**src/rtl/instr_fetch_unit.sv**
```systemverilog
// rtl/instr_fetch_unit.sv - PC, ROM request issue and 2-entry tagged instruction FIFO
module instr_fetch_unit #(
    parameter logic [31:0] BOOT_ADDR = 32'h0000_0000
) (
    input  logic        clk,
    input  logic        rstn,
    input  logic        jmp_valid,
    input  logic [31:0] jmp_addr,
    output logic [31:0] mem_addr,
    input  logic [31:0] mem_rdata,
    output logic        instr_valid,
    output logic [31:0] instr,
    output logic [31:0] instr_addr,
    input  logic        instr_ready
);

    logic [31:0] pc;
    logic [31:0] req_pc_q;
    logic        req_q;
    logic [1:0]  count;
    logic        rd_ptr;
    logic        wr_ptr;
    logic [31:0] fifo_instr [2];
    logic [31:0] fifo_addr  [2];

    logic        pop;
    logic        push;
    logic        issue;
    logic [2:0]  occupancy;
    logic [31:0] jmp_target;

    assign jmp_target  = jmp_addr & 32'hFFFF_FFFC;
    assign instr_valid = (count != 2'd0);
    assign instr       = fifo_instr[rd_ptr];
    assign instr_addr  = fifo_addr[rd_ptr];
    assign mem_addr    = pc;

    assign pop  = instr_valid & instr_ready & ~jmp_valid;
    assign push = req_q & ~jmp_valid;

    // Words already buffered plus the one in flight; pop implies count>=1, so no underflow.
    assign occupancy = {1'b0, count} + {2'b00, req_q} - {2'b00, pop};
    assign issue     = ~jmp_valid & (occupancy < 3'd2);

    always_ff @(posedge clk) begin
        if (!rstn) begin
            pc            <= BOOT_ADDR;
            req_q         <= 1'b0;
            req_pc_q      <= 32'h0;
            count         <= 2'd0;
            rd_ptr        <= 1'b0;
            wr_ptr        <= 1'b0;
            fifo_instr[0] <= 32'h0;
            fifo_instr[1] <= 32'h0;
            fifo_addr[0]  <= 32'h0;
            fifo_addr[1]  <= 32'h0;
        end else if (jmp_valid) begin
            pc     <= jmp_target;
            req_q  <= 1'b0;
            count  <= 2'd0;
            rd_ptr <= 1'b0;
            wr_ptr <= 1'b0;
        end else begin
            if (issue) begin
                pc       <= pc + 32'd4;
                req_q    <= 1'b1;
                req_pc_q <= pc;
            end else begin
                req_q <= 1'b0;
            end

            if (push) begin
                fifo_instr[wr_ptr] <= mem_rdata;
                fifo_addr[wr_ptr]  <= req_pc_q;
                wr_ptr             <= ~wr_ptr;
            end
            if (pop) begin
                rd_ptr <= ~rd_ptr;
            end

            case ({push, pop})
                2'b10:   count <= count + 2'd1;
                2'b01:   count <= count - 2'd1;
                default: count <= count;
            endcase
        end
    end

    no_overflow: assert property (@(posedge clk) disable iff (!rstn)
        !(push && !pop && (count == 2'd2)));

endmodule

```
**config.mk**
```make
export PLATFORM = sky130hd
export DESIGN_NAME = instr_fetch_unit
export DESIGN_NICKNAME = d
export VERILOG_FILES = /design/src/rtl/instr_fetch_unit.sv
export SDC_FILE = /design/constraint.sdc
export NUM_CORES = 1
export LEC_CHECK = 0
export CORE_ASPECT_RATIO = 0.6
export CORE_MARGIN = 3
export CORE_UTILIZATION = 35
export CTS_CLUSTER_SIZE = 24
export DETAILED_ROUTE_END_ITERATION = 10
export GPL_ROUTABILITY_DRIVEN = 0
export GPL_TIMING_DRIVEN = 0
export PLACE_DENSITY = 0.64
export SLEW_MARGIN = 0
export SYNTH_ARGS = -nofsm -noshare
export SYNTH_HDL_FRONTEND = slang
export SYNTH_SLANG_ARGS = --single-unit
```
**constraint.sdc**
```tcl
create_clock -name clk -period 9.2 [get_ports clk]
set_input_delay 2.76 -clock clk [delete_from_list [all_inputs] [get_ports clk]]
set_output_delay 2.76 -clock clk [all_outputs]
set_load 0.05 [all_outputs]
```
Word-level counts from Yosys, hierarchy flattened. Memory sizes are Yosys's and may differ from the RTL's. A register that Yosys moved wholly into a read port is not among the register bits. Cells that the tools add are included.

Memories kept: 2. Input bits: 68. Logic and storage cells: 51. Output and inout bits: 97. Memory bits (writable): 128. Bits in registers: 69.

Equality and inequality tests: 2. Reduce and logical (&&, ||, !) cells: 7. $add $sub $neg: 5. Bitwise operators: 8. Order comparisons: 1. Mux-type cells: 19.

Memory list: fifo_addr (words 2, width 32, read ports 1, clocked after Yosys merged registers in 1, wr ports 2, line 24) `logic [31:0] fifo_addr [2];`; fifo_instr (words 2, width 32, read ports 1, clocked after Yosys merged registers in 1, wr ports 2, line 23) `logic [31:0] fifo_instr [2];`.

Operators with widths (count): $mux W32 (4); $reduce_or A32 Y1 (2); $add A32 B3 Y32 const B (1); $mux W1 (14); $reduce_bool A2 Y1 (3); $and A1 B1 Y1 (4); $not A1 Y1 (4); $pmux W2 S2 (1); $add A2 B1 Y3 (1); $lt A3 B2 Y1 const B (1); $sub A3 B1 Y3 (1); $add A2 B1 Y2 const B (1); $eq A2 B1 Y1 const B (1); $eq A2 B2 Y1 const B (1); $reduce_and A2 Y1 (1); $reduce_or A2 Y1 (1); $sub A2 B1 Y2 const B (1).

Longest topological paths before layout. Gate-level depths: netlist (run 1).

Depth in word-level cells: 8. Depth in mapped cells: 12. Depth with buffers taken out: 10.

Least setup slack after synthesis (run 1). No wires, ideal clock.

Path type: input -> register. Start: in jmp_valid. End: mem fifo_addr[1][10], enable pin. Stages: 3. Data required time: 8633 ps. Path buffers: 0. Path slack: 1268 ps. Arrival time: 7365 ps. Setup time: 567 ps. Cells stage by stage: clkinv_1 nand2_1 o21ai_0.

RTL lines: start: declaration (line 7) `input logic jmp_valid,`; end: declaration (line 24).

Worst setup path after layout (run 1).
Start: in jmp_valid. End: reg pc[30], in the netlist mem_addr[30].

Cells in the longest elaborated chain, start to end: 6. Elaborated cells between the ends (all ways): 7. Those cells by class: 1 x add/sub; 1 x order compare; 1 x mux; 3 x bitwise; 1 x reduce/logical.

RTL lines: $not A1 Y1 (no source line); $and A1 B1 Y1 (line 38) `assign pop = instr_valid & instr_ready & ~jmp_valid;`; named net pop (line 26) `logic pop;`; $sub A3 B1 Y3 (line 42) `assign occupancy = {1'b0, count} + {2'b00, req_q} - {2'b00, pop};`; $lt A3 B2 Y1 (line 43) `assign issue = ~jmp_valid & (occupancy < 3'd2);`; $and A1 B1 Y1 (line 43); $reduce_bool A2 Y1 (no source line); end signal: assignment (line 58) `pc <= jmp_target;`; end signal: assignment (line 65) `pc <= pc + 32'd4;`; end: declaration (line 17) `logic [31:0] pc;`.

The timed path passes the listed nets, and every way through them passes these cells. A chain may end at the register's enable or synchronous reset.

==> run_results.csv, run 1 <==
group,metric,value,unit
power,powerDensity,177.2,nW/um^2
routing,wl,23060,um
synthesis,synthTopCellsByArea,"edfxtp_1 43%, dfxtp_1 15%, and2_1 9.3%, mux2_2 8.1%, nand2_1 3.5%",
cts,postCtsHoldBufs,0,
synthesis,yosysUniqueCellTypes,59,
synthesis,synth_area_leader_cell,"edfxtp_1",
die,start_util,0.3641,
timing,slew_violations,0,
routing,num_vias,6324,
cts,clk_latency,0.43,ns
grt,grt_pass1_vias,6093,
critical_path,crit_fanout,10,
timing,rsz0062_at_grt,"no",
placement,hpwl,16610,um
synthesis,synth.avg_cell_area,11.67,um^2
cts,postCtsSetupRepairBufs,0,
critical_path,cpPeakStageDelay,0.58,ns
die,rows,43,
timing,hold_viol_final,0,
critical_path,slowest_stage,"clkdlybuf4s50_1",
hold_path,min_path_type,"reg2reg",
grt,antenna_found_initial,1,
timing,period_minus_slack,6.712,ns
synthesis,synth_most_common_cell,"and2_1",
placement,numPortBuffers,158,
cts,clockBufferDepth,2,
timing,finalCritPeriodShare,0.7296,
critical_path,path_class,"in2reg",
routing,wl_per_cell,18.49,um
layout,area_growth,31.42,%
synthesis,ys_seq_elements,190,
synthesis,synth_common_cells,"127 x and2_1, 124 x edfxtp_1, 81 x nand2_1, 66 x dfxtp_1, 62 x mux2_2",
status,outcome,"complete, no violations",
timing,worst_slack,2.488,ns
timing,finalSetupViolations,0,
synthesis,synth_top_area_frac,0.4339,
critical_path,cp-end-kind,"flip-flop",
routing,vias_per_cell,5.071,
routing,drc,0,
routing,drtPass1Iterations,5,
die,fp.coreArea,23570,um^2
grt,track_usage,0.1751,
layout,n_antenna_cell,0,
synthesis,synth-edff-count,124,
cts,cts_resized,0,
die,die_h,127.3,um
synthesis,ys_seq_area_frac,0.5879,
synthesis,syn_area,8581,um^2
cts,cts_buffers,17,
placement,preCtsSetupSlack,2.131,ns
power,ir_drop,136.7,uV
die,die_w,208.1,um
run,maxCapViolCount,0,
routing,drt_iter0_markers,538,
grt,grt_max_degree,28,
die,ioPinCount,165,
grt,overflow,0,
routing,ant_nets,0,
synthesis,async_flop_share,0,
critical_path,worst_ep_arrival_time,7.06,ns
critical_path,critPathRequiredTime,9.55,ns
synthesis,synthCells,735,
power,p_leak,4.013,nW
timing,relSlewSlack,0.3442,
cts,clockRootBuffer,"clkbuf_16",
timing,max_clock_freq,0.1490,GHz
cts,htree_levels,4,
cts,cts_tree,"yes",
critical_path,cp-start-kind,"primary input",
layout,nets,991,
critical_path,cp_cell_sequence,"clkdlybuf4s50_1 > clkbuf_1 > clkbuf_1 > nor2_1 > ha_1 > nand2b_1 > fa_1 > buf_2 > and2_1 > nand4_2 > buf_2 > o41a_2 > a211oi_1",
timing,fin_skew,0.01018,ns
timing,tightestPinTransition,0.9800,ns
grt,grt_pass1_wl,35780,um
cts,clock_sinks,190,
layout,drive_above_1_share,0.1384,
synthesis,synth_flop_cell,"edfxtp_1",
synthesis,yosysWarnings,0,
layout,num-fill-cells,2185,
cts,path_clk_slew,0.07,ns
die,dieArea,26490,um^2
timing,tns,0,ns
[metrics by stage]
| stage | std cells | power, mW | hold slack (ns) | util | cell area, um^2 |
|---|---|---|---|---|---|
| 4_1_cts | 1247 | 2.016 | 0.4652 | 0.4785 | 11280 |
| 5_1_grt | 1247 | 2.071 | 0.4830 | 0.4785 | 11280 |
| 2_1_floorplan | 738 | 1.156 | 0.4401 | - | 8592 |
| 3_5_place_dp | 1215 | 1.272 | 0.4561 | 0.4536 | 10690 |
| 3_3_place_gp | 1211 | 1.272 | 0.4522 | 0.4484 | 10570 |
| 6_report | 1247 | 1.998 | 0.4629 | 0.4785 | 11280 |
[critical path: cells and delay by family]
family	cells	cell delay [ns]
buffers and inverters	5	2.12
adder cells (fa/ha/maj)	2	0.77
AO/OA/AOI/OAI	2	0.55
AND/OR/NAND/NOR	4	0.85
[layout by cell type, fill, tap and decap left out, types with 20 or more instances in the layout]
| cell type | n |
|---|---|
| clkdlybuf4s50_1 | 158 |
| and2_1 | 127 |
| edfxtp_1 | 124 |
| nand2_1 | 81 |
| dfxtp_1 | 66 |
| mux2_2 | 62 |
| clkbuf_1 | 36 |
| a21oi_1 | 32 |
| nor2_1 | 24 |
| o21ai_0 | 20 |
[cell type report]
type | count | area (um^2) | area share
Sequential cell | 190 | 5045 | 0.4474
Multi-Input combinational cell | 494 | 3296 | 0.2922
Timing Repair Buffer | 162 | 1677 | 0.1487
Clock buffer | 18 | 429.2 | 0.03806
Tap cell | 315 | 394.1 | 0.03495
Buffer | 49 | 260.3 | 0.02308
Clock inverter | 14 | 157.7 | 0.01398
Inverter | 5 | 18.77 | 0.001664
[layer usage]
metal / share of wire / global-route usage
met1: 0.50 / 0.2735
met3: 0.078 / 0.04540
met5: 0 / 0
met2: 0.42 / 0.2470
met4: 0.0057 / 0.02772
[sequential cells by signal (all words and copies together), names as in the netlist, named ones only]
| register | cells |
|---|---|
| req_q | 1 |
| wr_ptr | 1 |
| fifo_instr | 64 |
| req_pc_q | 30 |
| count | 2 |
| rd_ptr | 1 |
| mem_addr | 30 |
| fifo_addr | 60 |
[power by group]
part | switching [mW] | leakage [nW] | internal [mW]
Combinational | 0.170 | 1.90 | 0.105
Clock | 0.339 | 0.280 | 0.406
Sequential | 0.0308 | 1.83 | 0.947
Total | 0.540 | 4.01 | 1.46
[cells by family after synthesis]
family | count (synthesis) | share of synthesized area
flip-flops | 190 | 0.5879
AND/OR/NAND/NOR | 312 | 0.2036
XOR/XNOR | 13 | 0.01414
multiplexers | 62 | 0.08136
AO/OA/AOI/OAI | 99 | 0.07335
buffers and inverters | 54 | 0.03252
adder cells (fa/ha/maj) | 4 | 0.006708
other | 1 | 0.0004370
[final timing paths]
| check | start | end | slack [ns] | cells past startpoint |
|---|---|---|---|---|
| worst max-delay path | jmp_valid | mem_addr[30]$_SDFFE_PN0P_ | 2.49 | 13 |
| worst min-delay path | req_pc_q[24]$_SDFFE_PN0P_ | req_pc_q[24]$_SDFFE_PN0P_ | 0.46 | 2 |
| worst max register to register | count[1]$_SDFFE_PP0P_ | mem_addr[30]$_SDFFE_PN0P_ | 5.53 | 12 |
| worst min register to register | req_pc_q[24]$_SDFFE_PN0P_ | req_pc_q[24]$_SDFFE_PN0P_ | 0.46 | 2 |
(Power assumes the default switching activity.)
==> inputs of run 2 (changes only) <==
Settings changed: PLACE_DENSITY 0.64 to 0.66.
Clock period 9.2 ns to 5.58 ns, I/O delays scaled along.
==> run 2 against run 1 <==
  * First-iteration DRC count fell by 12%
  * Critical endpoint unchanged
  * Worst hold slack improved by 0.0016 ns
  * Clock power up 70%
  * Die area unchanged
  * Wire length shrank 1.9%
  * Largest cell class unchanged
==> run_results.csv, run 2 (synthesis results as in run 1) <==
group,metric,value,unit
run,maxCapViolCount,0,
routing,ant_nets,0,
grt,grt_pass1_wl,35270,um
cts,postCtsSetupRepairBufs,0,
routing,drt_iter0_markers,474,
cts,cts_resized,0,
timing,finalCritPeriodShare,0.9580,
die,fp.coreArea,23570,um^2
status,outcome,"complete, no violations",
layout,drive_above_1_share,0.1404,
cts,clockRootBuffer,"clkbuf_16",
cts,htree_levels,4,
critical_path,cp-start-kind,"primary input",
routing,wl_per_cell,18.13,um
routing,vias_per_cell,5.056,
cts,clockBufferDepth,2,
power,ir_drop,201.5,uV
die,die_w,208.1,um
routing,num_vias,6310,
layout,regMostFlops,"fifo_instr",
grt,overflow,0,
critical_path,cp-end-kind,"flip-flop",
die,ioPinCount,165,
timing,rsz0062_at_grt,"no",
critical_path,cp_cell_sequence,"clkdlybuf4s50_1 > clkbuf_1 > clkbuf_2 > nor2_1 > ha_1 > nand2b_1 > fa_1 > buf_2 > and2_1 > nand4_2 > buf_2 > o41a_2 > a211oi_1",
timing,finalSetupViolations,0,
die,dieArea,26490,um^2
timing,tightestPinTransition,1.001,ns
layout,top_regs,"fifo_instr: 64 flops, fifo_addr: 60 flops",
timing,hold_ws,0.4644,ns
cts,path_clk_slew,0.07,ns
hold_path,min_path_type,"reg2reg",
critical_path,path_class,"in2reg",
critical_path,r2r_start,"count[1]$_SDFFE_PP0P_",
power,p_leak,4.050,nW
timing,slew_violations,0,
cts,clock_sinks,190,
die,start_util,0.3641,
placement,hpwl,16390,um
critical_path,worst_ep_arrival_time,5.70,ns
grt,grt_max_degree,29,
timing,hold_viol_final,0,
cts,clk_latency,0.43,ns
timing,relSlewSlack,0.3301,
layout,multi_input_area,3296,um^2
die,die_h,127.3,um
critical_path,cp-startpoint,"jmp_valid",
layout,ff_latch_area,5045,um^2
critical_path,crit_fanout,10,
routing,drtPass1Iterations,6,
layout,largest_reg_flops,64,
timing,fin_skew,0.008917,ns
layout,num-fill-cells,2158,
power,powerDensity,294.0,nW/um^2
layout,layout_common_cells,"158 x clkdlybuf4s50_1, 127 x and2_1, 124 x edfxtp_1, 81 x nand2_1, 66 x dfxtp_1",
grt,grt_pass1_vias,6117,
critical_path,critPathRequiredTime,5.93,ns
layout,n_antenna_cell,0,
grt,track_usage,0.1726,
layout,area_growth,32.02,%
placement,placed_cell_area,10700,um^2
hold_path,hold_start,"req_pc_q[7]$_SDFFE_PN0P_",
critical_path,crit_top_cell,"buf_2",
routing,wl,22630,um
die,rows,43,
layout,final_common_cell,"clkdlybuf4s50_1",
critical_path,cpPeakStageDelay,0.56,ns
routing,drc,0,
cts,postCtsHoldBufs,0,
cts,cts_buffers,17,
layout,final_area,11330,um^2
grt,antenna_found_initial,0,
cts,cts_tree,"yes",
critical_path,slowest_stage,"clkdlybuf4s50_1",
timing,period_minus_slack,5.346,ns
timing,max_clock_freq,0.1871,GHz
layout,nets,992,
placement,numPortBuffers,158,
[run 2: changes by cell type in the layout (fill, tap and decap cells not counted), sizes merged]
| cell | delta |
|---|---|
| clkbuf | +5 |
| inv | -3 |
| clkinvlp | -2 |
| buf | +1 |
| bufinv | -1 |
| clkinv | +1 |
[run 2: report_power, final]
group | switching, mW | internal, mW
Sequential | 0.0511 | 1.56
Clock | 0.540 | 0.726
Combinational | 0.279 | 0.173
[run 2: worst max-delay path, delay by kind of cell]
kind,cells,cell delay (ns)
and+or+nand+nor,4,0.81
adders and majority gates,2,0.75
AOI/OAI and AO/OA,2,0.54
buffers and inverters,5,1.92
[run 2: layout make-up]
type                    count  area share
flip-flops and latches    190      0.4453
multi-input cells         494      0.2909
repair buffers            163      0.1490
clock buffers              23     0.04694
well taps                 315     0.03479
plain buffers              49     0.02308
clock inverters             9    0.008284
inverters                   5    0.001657
[run 2: path summary, 6_finish.rpt]
path	to	slack, ns	depth (start not counted)
worst max-delay path	mem_addr[30]$_SDFFE_PN0P_	0.23	13
worst min-delay path	req_pc_q[7]$_SDFFE_PN0P_	0.46	2
worst max register to register	mem_addr[30]$_SDFFE_PN0P_	1.99	12
worst min register to register	req_pc_q[7]$_SDFFE_PN0P_	0.46	2
[run 2: through the flow]
stage               std cells  total power [mW]  setup TNS [ns]  setup slack [ns]    util
finish                   1248             3.331               0            0.2342  0.4807
global route             1248             3.461               0            0.1389  0.4807
CTS                      1248             3.365               0            0.1668  0.4807
detailed placement       1216             2.097          -5.627           -0.3159  0.4541
global placement         1211             2.091         -272.20            -2.204  0.4484
floorplan                 738             1.902               0            0.4035       -
[run 2: metal layers]
layer  vias to the layer above  track usage  wire length, um
met5                         -            0                0
met4                         0      0.03960              190
met3                        19      0.04245             1693
met2                       233       0.2502             9659
met1                      3038       0.2605            11080
li1                       3020            -                -
